--- src/rtl/rf_write_arbiter.sv ---
// rtl/rf_write_arbiter.sv - round-robin arbiter sharing two regfile write ports among NUM_REQ writeback sources
// Each requester owns a 1-entry slot; up to two slots with distinct addresses retire per cycle.
module rf_write_arbiter #(
  parameter int NUM_REQ    = 3,
  parameter int ADDR_WIDTH = 5,
  parameter int DATA_WIDTH = 32
) (
  input  logic                            clk,
  input  logic                            rst_n,
  input  logic                            flush_i,
  input  logic [NUM_REQ-1:0]              req_valid_i,
  output logic [NUM_REQ-1:0]              req_ready_o,
  input  logic [NUM_REQ*ADDR_WIDTH-1:0]   req_addr_i,
  input  logic [NUM_REQ*DATA_WIDTH-1:0]   req_data_i,
  output logic [ADDR_WIDTH-1:0]           waddr_a_o,
  output logic [DATA_WIDTH-1:0]           wdata_a_o,
  output logic                            we_a_o,
  output logic [ADDR_WIDTH-1:0]           waddr_b_o,
  output logic [DATA_WIDTH-1:0]           wdata_b_o,
  output logic                            we_b_o,
  input  logic [3*ADDR_WIDTH-1:0]         raddr_i,
  output logic [2:0]                      hazard_o
);

  localparam int PTR_W = (NUM_REQ > 1) ? $clog2(NUM_REQ) : 1;
  localparam logic [PTR_W:0] NUM_REQ_W = (PTR_W+1)'(NUM_REQ);

  logic [NUM_REQ-1:0]    slot_valid;
  logic [ADDR_WIDTH-1:0] slot_addr [NUM_REQ];
  logic [DATA_WIDTH-1:0] slot_data [NUM_REQ];
  logic [PTR_W-1:0]      rr_ptr;

  logic             a_found, b_found;
  logic [PTR_W-1:0] a_idx, b_idx, scan_idx, last_idx, rr_next;
  logic [PTR_W:0]   scan_sum, next_sum;
  logic [NUM_REQ-1:0] issued;

  // Scan from rr_ptr; port B skips any slot that collides with port A's address.
  always_comb begin
    a_found  = 1'b0;
    b_found  = 1'b0;
    a_idx    = '0;
    b_idx    = '0;
    scan_sum = '0;
    scan_idx = '0;
    for (int off = 0; off < NUM_REQ; off++) begin
      scan_sum = {1'b0, rr_ptr} + (PTR_W+1)'(off);
      if (scan_sum >= NUM_REQ_W)
        scan_sum = scan_sum - NUM_REQ_W;
      scan_idx = scan_sum[PTR_W-1:0];
      if (slot_valid[scan_idx]) begin
        if (!a_found) begin
          a_found = 1'b1;
          a_idx   = scan_idx;
        end else if (!b_found && (slot_addr[scan_idx] != slot_addr[a_idx])) begin
          b_found = 1'b1;
          b_idx   = scan_idx;
        end
      end
    end
  end

  assign we_a_o = a_found & ~flush_i;
  assign we_b_o = b_found & we_a_o;

  assign waddr_a_o = we_a_o ? slot_addr[a_idx] : '0;
  assign wdata_a_o = we_a_o ? slot_data[a_idx] : '0;
  assign waddr_b_o = we_b_o ? slot_addr[b_idx] : '0;
  assign wdata_b_o = we_b_o ? slot_data[b_idx] : '0;

  always_comb begin
    issued = '0;
    if (we_a_o) issued[a_idx] = 1'b1;
    if (we_b_o) issued[b_idx] = 1'b1;
  end

  assign req_ready_o = {NUM_REQ{~flush_i}} & (~slot_valid | issued);

  always_comb begin
    last_idx = we_b_o ? b_idx : a_idx;
    next_sum = {1'b0, last_idx} + (PTR_W+1)'(1);
    if (next_sum >= NUM_REQ_W)
      next_sum = '0;
    rr_next = next_sum[PTR_W-1:0];
  end

  // Pending slots, including ones retiring this cycle, hold back reads of their address.
  always_comb begin
    hazard_o = '0;
    for (int k = 0; k < 3; k++) begin
      for (int i = 0; i < NUM_REQ; i++) begin
        if (slot_valid[i] && (raddr_i[k*ADDR_WIDTH +: ADDR_WIDTH] != '0) &&
            (slot_addr[i] == raddr_i[k*ADDR_WIDTH +: ADDR_WIDTH]))
          hazard_o[k] = 1'b1;
      end
    end
  end

  always_ff @(posedge clk or negedge rst_n) begin
    if (!rst_n) begin
      slot_valid <= '0;
      rr_ptr     <= '0;
      for (int i = 0; i < NUM_REQ; i++) begin
        slot_addr[i] <= '0;
        slot_data[i] <= '0;
      end
    end else if (flush_i) begin
      slot_valid <= '0;
      rr_ptr     <= '0;
    end else begin
      for (int i = 0; i < NUM_REQ; i++) begin
        // A reload in the same cycle as issue wins; writes to x0 are dropped here.
        if (req_valid_i[i] && req_ready_o[i]) begin
          slot_valid[i] <= (req_addr_i[i*ADDR_WIDTH +: ADDR_WIDTH] != '0);
          slot_addr[i]  <= req_addr_i[i*ADDR_WIDTH +: ADDR_WIDTH];
          slot_data[i]  <= req_data_i[i*DATA_WIDTH +: DATA_WIDTH];
        end else if (issued[i]) begin
          slot_valid[i] <= 1'b0;
        end
      end
      if (we_a_o)
        rr_ptr <= rr_next;
    end
  end

endmodule

--- config.mk ---
export PLATFORM = sky130hd
export DESIGN_NAME = rf_write_arbiter
export DESIGN_NICKNAME = d
export VERILOG_FILES = /design/src/rtl/rf_write_arbiter.sv
export SDC_FILE = /design/constraint.sdc
export NUM_CORES = 1
export LEC_CHECK = 0
export CORE_MARGIN = 1.5
export CORE_UTILIZATION = 40
export CTS_BUF_LIST = sky130_fd_sc_hd__clkbuf_4
export DETAILED_ROUTE_END_ITERATION = 7
export GPL_TIMING_DRIVEN = 0
export PLACE_DENSITY_LB_ADDON = 0.12
export SLEW_MARGIN = 10
export SYNTH_ARGS = -nofsm -noshare
export SYNTH_HDL_FRONTEND = slang
export SYNTH_SLANG_ARGS = --single-unit
--- constraint.sdc ---
create_clock -name clk -period 4 [get_ports clk]
set_input_delay 0.8 -clock clk [delete_from_list [all_inputs] [get_ports clk]]
set_output_delay 0.8 -clock clk [all_outputs]
set_load 0.01 [all_outputs]
==> impl_results.md <==
* Hold Path Class: in -> async
* Commonest non-fill, non-tap cell in the layout: clkdlybuf4s50_1
* Power share of the sequential group at 22.0%
* CTS max path bufs at 2
* LEAKAGE at roughly 0.0057 uW
* Post-synth top flop: dfrtp_1
* Worst rel slew slack at 52.1%
* R2r endpoint: slot_data[63]$_DFFE_PN0P_
* DP HPWL at 20900 um
* # IOs at 214
* Max Freq at 202 MHz
* Crit path kind: reg -> out
* Area growth syn-to-layout at 49.2%
* Drt first pass iters at 5
* # DRC at 0
* Syn_nets at 990
* Final hold vios at 0
* Layout Cells excl Fill at 1453
* IO buf count at 212
* Period utilisation layout at 124%
* Die Y-Extent at about 150 um
* Clock Sinks at 116
* Sequential area share after synthesis at 34.2%
* CTS Buf Count at 17
* Post-route setup slack at -0.956 ns
* Initial DRC count at approximately 700
* Final net count at 1298
* GPL Wtd Cong at roughly 0.9
* Tmin final at 4.96 ns
* WP data required at 3.20 ns
* Slew @ Worst Pin at 0.719 ns
* Critical path arrival at 4.16 ns
* FF+latch area at 2900 um^2
* Worst-path clk slew at 0.12 ns
* Violated checks: setup timing
* Met1 usage at 37.2%
* Row count at 53
* Vias per cell at 5.81
* Power share of the clock group at between 10 and 15%
* Die area at 22100 um^2
* Final setup fails at around 110
* Fill count at 1811
* CTS tree: yes
* Switching part of the total at 44.9%
* Yosys warnings at 0
* Met3 usage at 5.25%
* P_sw at 4150 uW
* Max IR drop VDD at 0.324 mV
* Clock root buffer: clkbuf_4
* Post-Synthesis Cells at 855
* P_int at between 5000 and 6000 uW
* R2R setup slack at -0.16 ns
* Final slew viol count at 0
* Unique cell type count in the Yosys netlist at 63
* Multi-input logic area at 5570 um^2
* Die width at around 150 um
* Most frequent cells in the layout: 133 x clkdlybuf4s50_1, 115 x dfrtp_1, 93 x buf_2
* FFs w/ async S/R, synth at 100%
* Layout cells sized above 1 at 38.0%
* Post-place setup slack at -0.999 ns
* Core Area at around 21000 um^2
* H-tree levels at 4
* Crit end category: primary output
* Initial core utilization at 40.5%
* Crit Path Max Fanout at 8
* Critical Path Source: rr_ptr[1]$_DFFE_PN0P_
* Number of global-route vias before repair at about 8.3k
* Gr ovfl total at 0
* Power share of the combinational group at 67.2%
* First-pass GRT wire length at between 40000 and 50000 um
* CP endpoint: wdata_b_o[20]
* Largest net degree at the start of global routing at 86
* GRT busiest layer: met2
* Dpl cells at 1343
* Unrepaired setup endpoints after global routing: yes
* PD cells at 730 nW/um^2
* Post-Route WL at around 32000 um
* Syn_area_per_cell at 9.93 um^2
* Post-synth EDFFs at 0
* Synth Register Bits at 116
* Via count at 8438
* Clk_lat worst skew at 0.56 ns
* Avg WL per Cell at 22.1 um
* Mapped Area at around 8500 um^2
* DRT antenna net count at 0
* Initial antenna violation count at 2
* Worst reg-to-reg path cell count at 20
* Maxcap violations at 0
* Startpoint types: register
* Grt met2 use at 44.4%
* Worst R2R Start: rr_ptr[1]$_DFFE_PN0P_
* Worst Skew at 0.0208 ns
* Gr usage total at between 20% and 30%
* Status: finished with violations
critical path, stage by stage, from the launching register on:
cell and delay (ns):
dfrtp_1 0.46, inv_2 0.13, ha_4 0.20, buf_8 0.13
and3b_1 0.19, a211o_1 0.30, nand3_1 0.08, nand4b_1 0.11
o31a_1 0.34, a2111o_1 0.39, o21a_4 0.21, nand2b_4 0.20
buf_16 0.19, buf_12 0.14, mux2i_2 0.16, a211oi_2 0.22
buf_2 0.16
synthesized netlist by cell type, types with 4 or more instances:
master | number | area share, %
clkbuf_1 | 50 | 2.2
mux2_2 | 16 | 2.1
o211ai_1 | 37 | 3.3
o21ai_0 | 13 | 0.77
mux2i_1 | 88 | 10
buf_6 | 11 | 1.5
buf_4 | 7 | 0.62
buf_2 | 21 | 1.2
and3_1 | 8 | 0.59
a211oi_1 | 79 | 7.0
a31oi_1 | 7 | 0.52
nand3_1 | 11 | 0.65
dfrtp_1 | 116 | 34
inv_1 | 46 | 2.0
a211o_1 | 5 | 0.52
nor4_1 | 7 | 0.52
nand2_1 | 19 | 0.84
and3b_1 | 4 | 0.41
a21oi_1 | 13 | 0.77
a2bb2oi_1 | 4 | 0.41
nor2_1 | 84 | 3.7
xnor2_1 | 21 | 2.2
mux2_4 | 61 | 11
nor3_1 | 5 | 0.29
nor2b_1 | 4 | 0.29
xor2_1 | 30 | 3.1
o41ai_1 | 37 | 3.8
per-stage QoR:
stage	power [uW]	area (um^2)	setup TNS (ns)	utilization, %	hold WS (ns)
2_1_floorplan	5250	8720	-0.0290	-	0.501
3_3_place_gp	6900	11200	-378.69	53.4	0.514
3_5_place_dp	6970	11200	-65.05	53.5	0.524
4_1_cts	8640	12100	-50.14	57.7	0.117
5_1_grt	9710	12700	-68.63	60.4	0.129
6_report	9250	12700	-52.17	60.5	0.120
logic make-up after synthesis:
| family | after synthesis | synth area share, % |
|---|---|---|
| buf+inv | 138 | 7.69 |
| compound gates | 223 | 20.4 |
| simple gates | 158 | 8.65 |
| xor+xnor | 51 | 5.26 |
| mux | 166 | 23.4 |
| flops | 116 | 34.2 |
| fa+ha+maj | 3 | 0.442 |
final cells by class:
| type | count | share of cell area (%) |
|---|---|---|
| Multi-Input combinational cell | 602 | 44.0 |
| Inverter | 47 | 1.42 |
| Antenna cell | 2 | 0.0395 |
| Clock inverter | 15 | 1.48 |
| Tap cell | 275 | 2.72 |
| Timing Repair Buffer | 292 | 20.6 |
| Clock buffer | 17 | 1.01 |
| Sequential cell | 116 | 22.9 |
| Buffer | 87 | 5.88 |
how the worst min path moves through the flow:
stage,to,from,cells after the start,slack [ns]
finish,slot_data[26]$_DFFE_PN0P_,rst_n,1,0.12
global route,slot_data[26]$_DFFE_PN0P_,rst_n,1,0.13
CTS,slot_data[26]$_DFFE_PN0P_,rst_n,1,0.12
detailed placement,slot_data[49]$_DFFE_PN0P_,slot_data[49]$_DFFE_PN0P_,1,0.52
global placement,slot_data[49]$_DFFE_PN0P_,slot_data[49]$_DFFE_PN0P_,1,0.51
floorplan,rr_ptr[0]$_DFFE_PN0P_,rst_n,0,0.50
timing repair:
action,in CTS,in global routing
resized for setup,460,75
endpoints found under the setup margin,79,176
buffers inserted,47,25
hold endpoints to repair,0,0
cloned,1,8
pin swaps,47,23
hold buffers,0,0
sequential cells by signal, indices dropped and copies added, names as in the netlist:
signal	count
slot_addr	15
slot_data	96
slot_valid	3
rr_ptr	2
power groups by stage:
stage	Sequential, uW	Clock, uW	Combinational [uW]
floorplan	1880	0	3370
global placement	2000	0	4910
detailed placement	2010	0	4970
CTS	2000	1010	5630
global route	2080	1060	6570
finish	2030	1000	6220
per-layer routing:
metal  vias up  share of wire (%)
met2       400                 47
met4         0                3.1
li1       3793                  -
met3        76                7.4
met1      4169                 43
met5         -                  0
No activity file was read; power rests on OpenSTA's default activity.
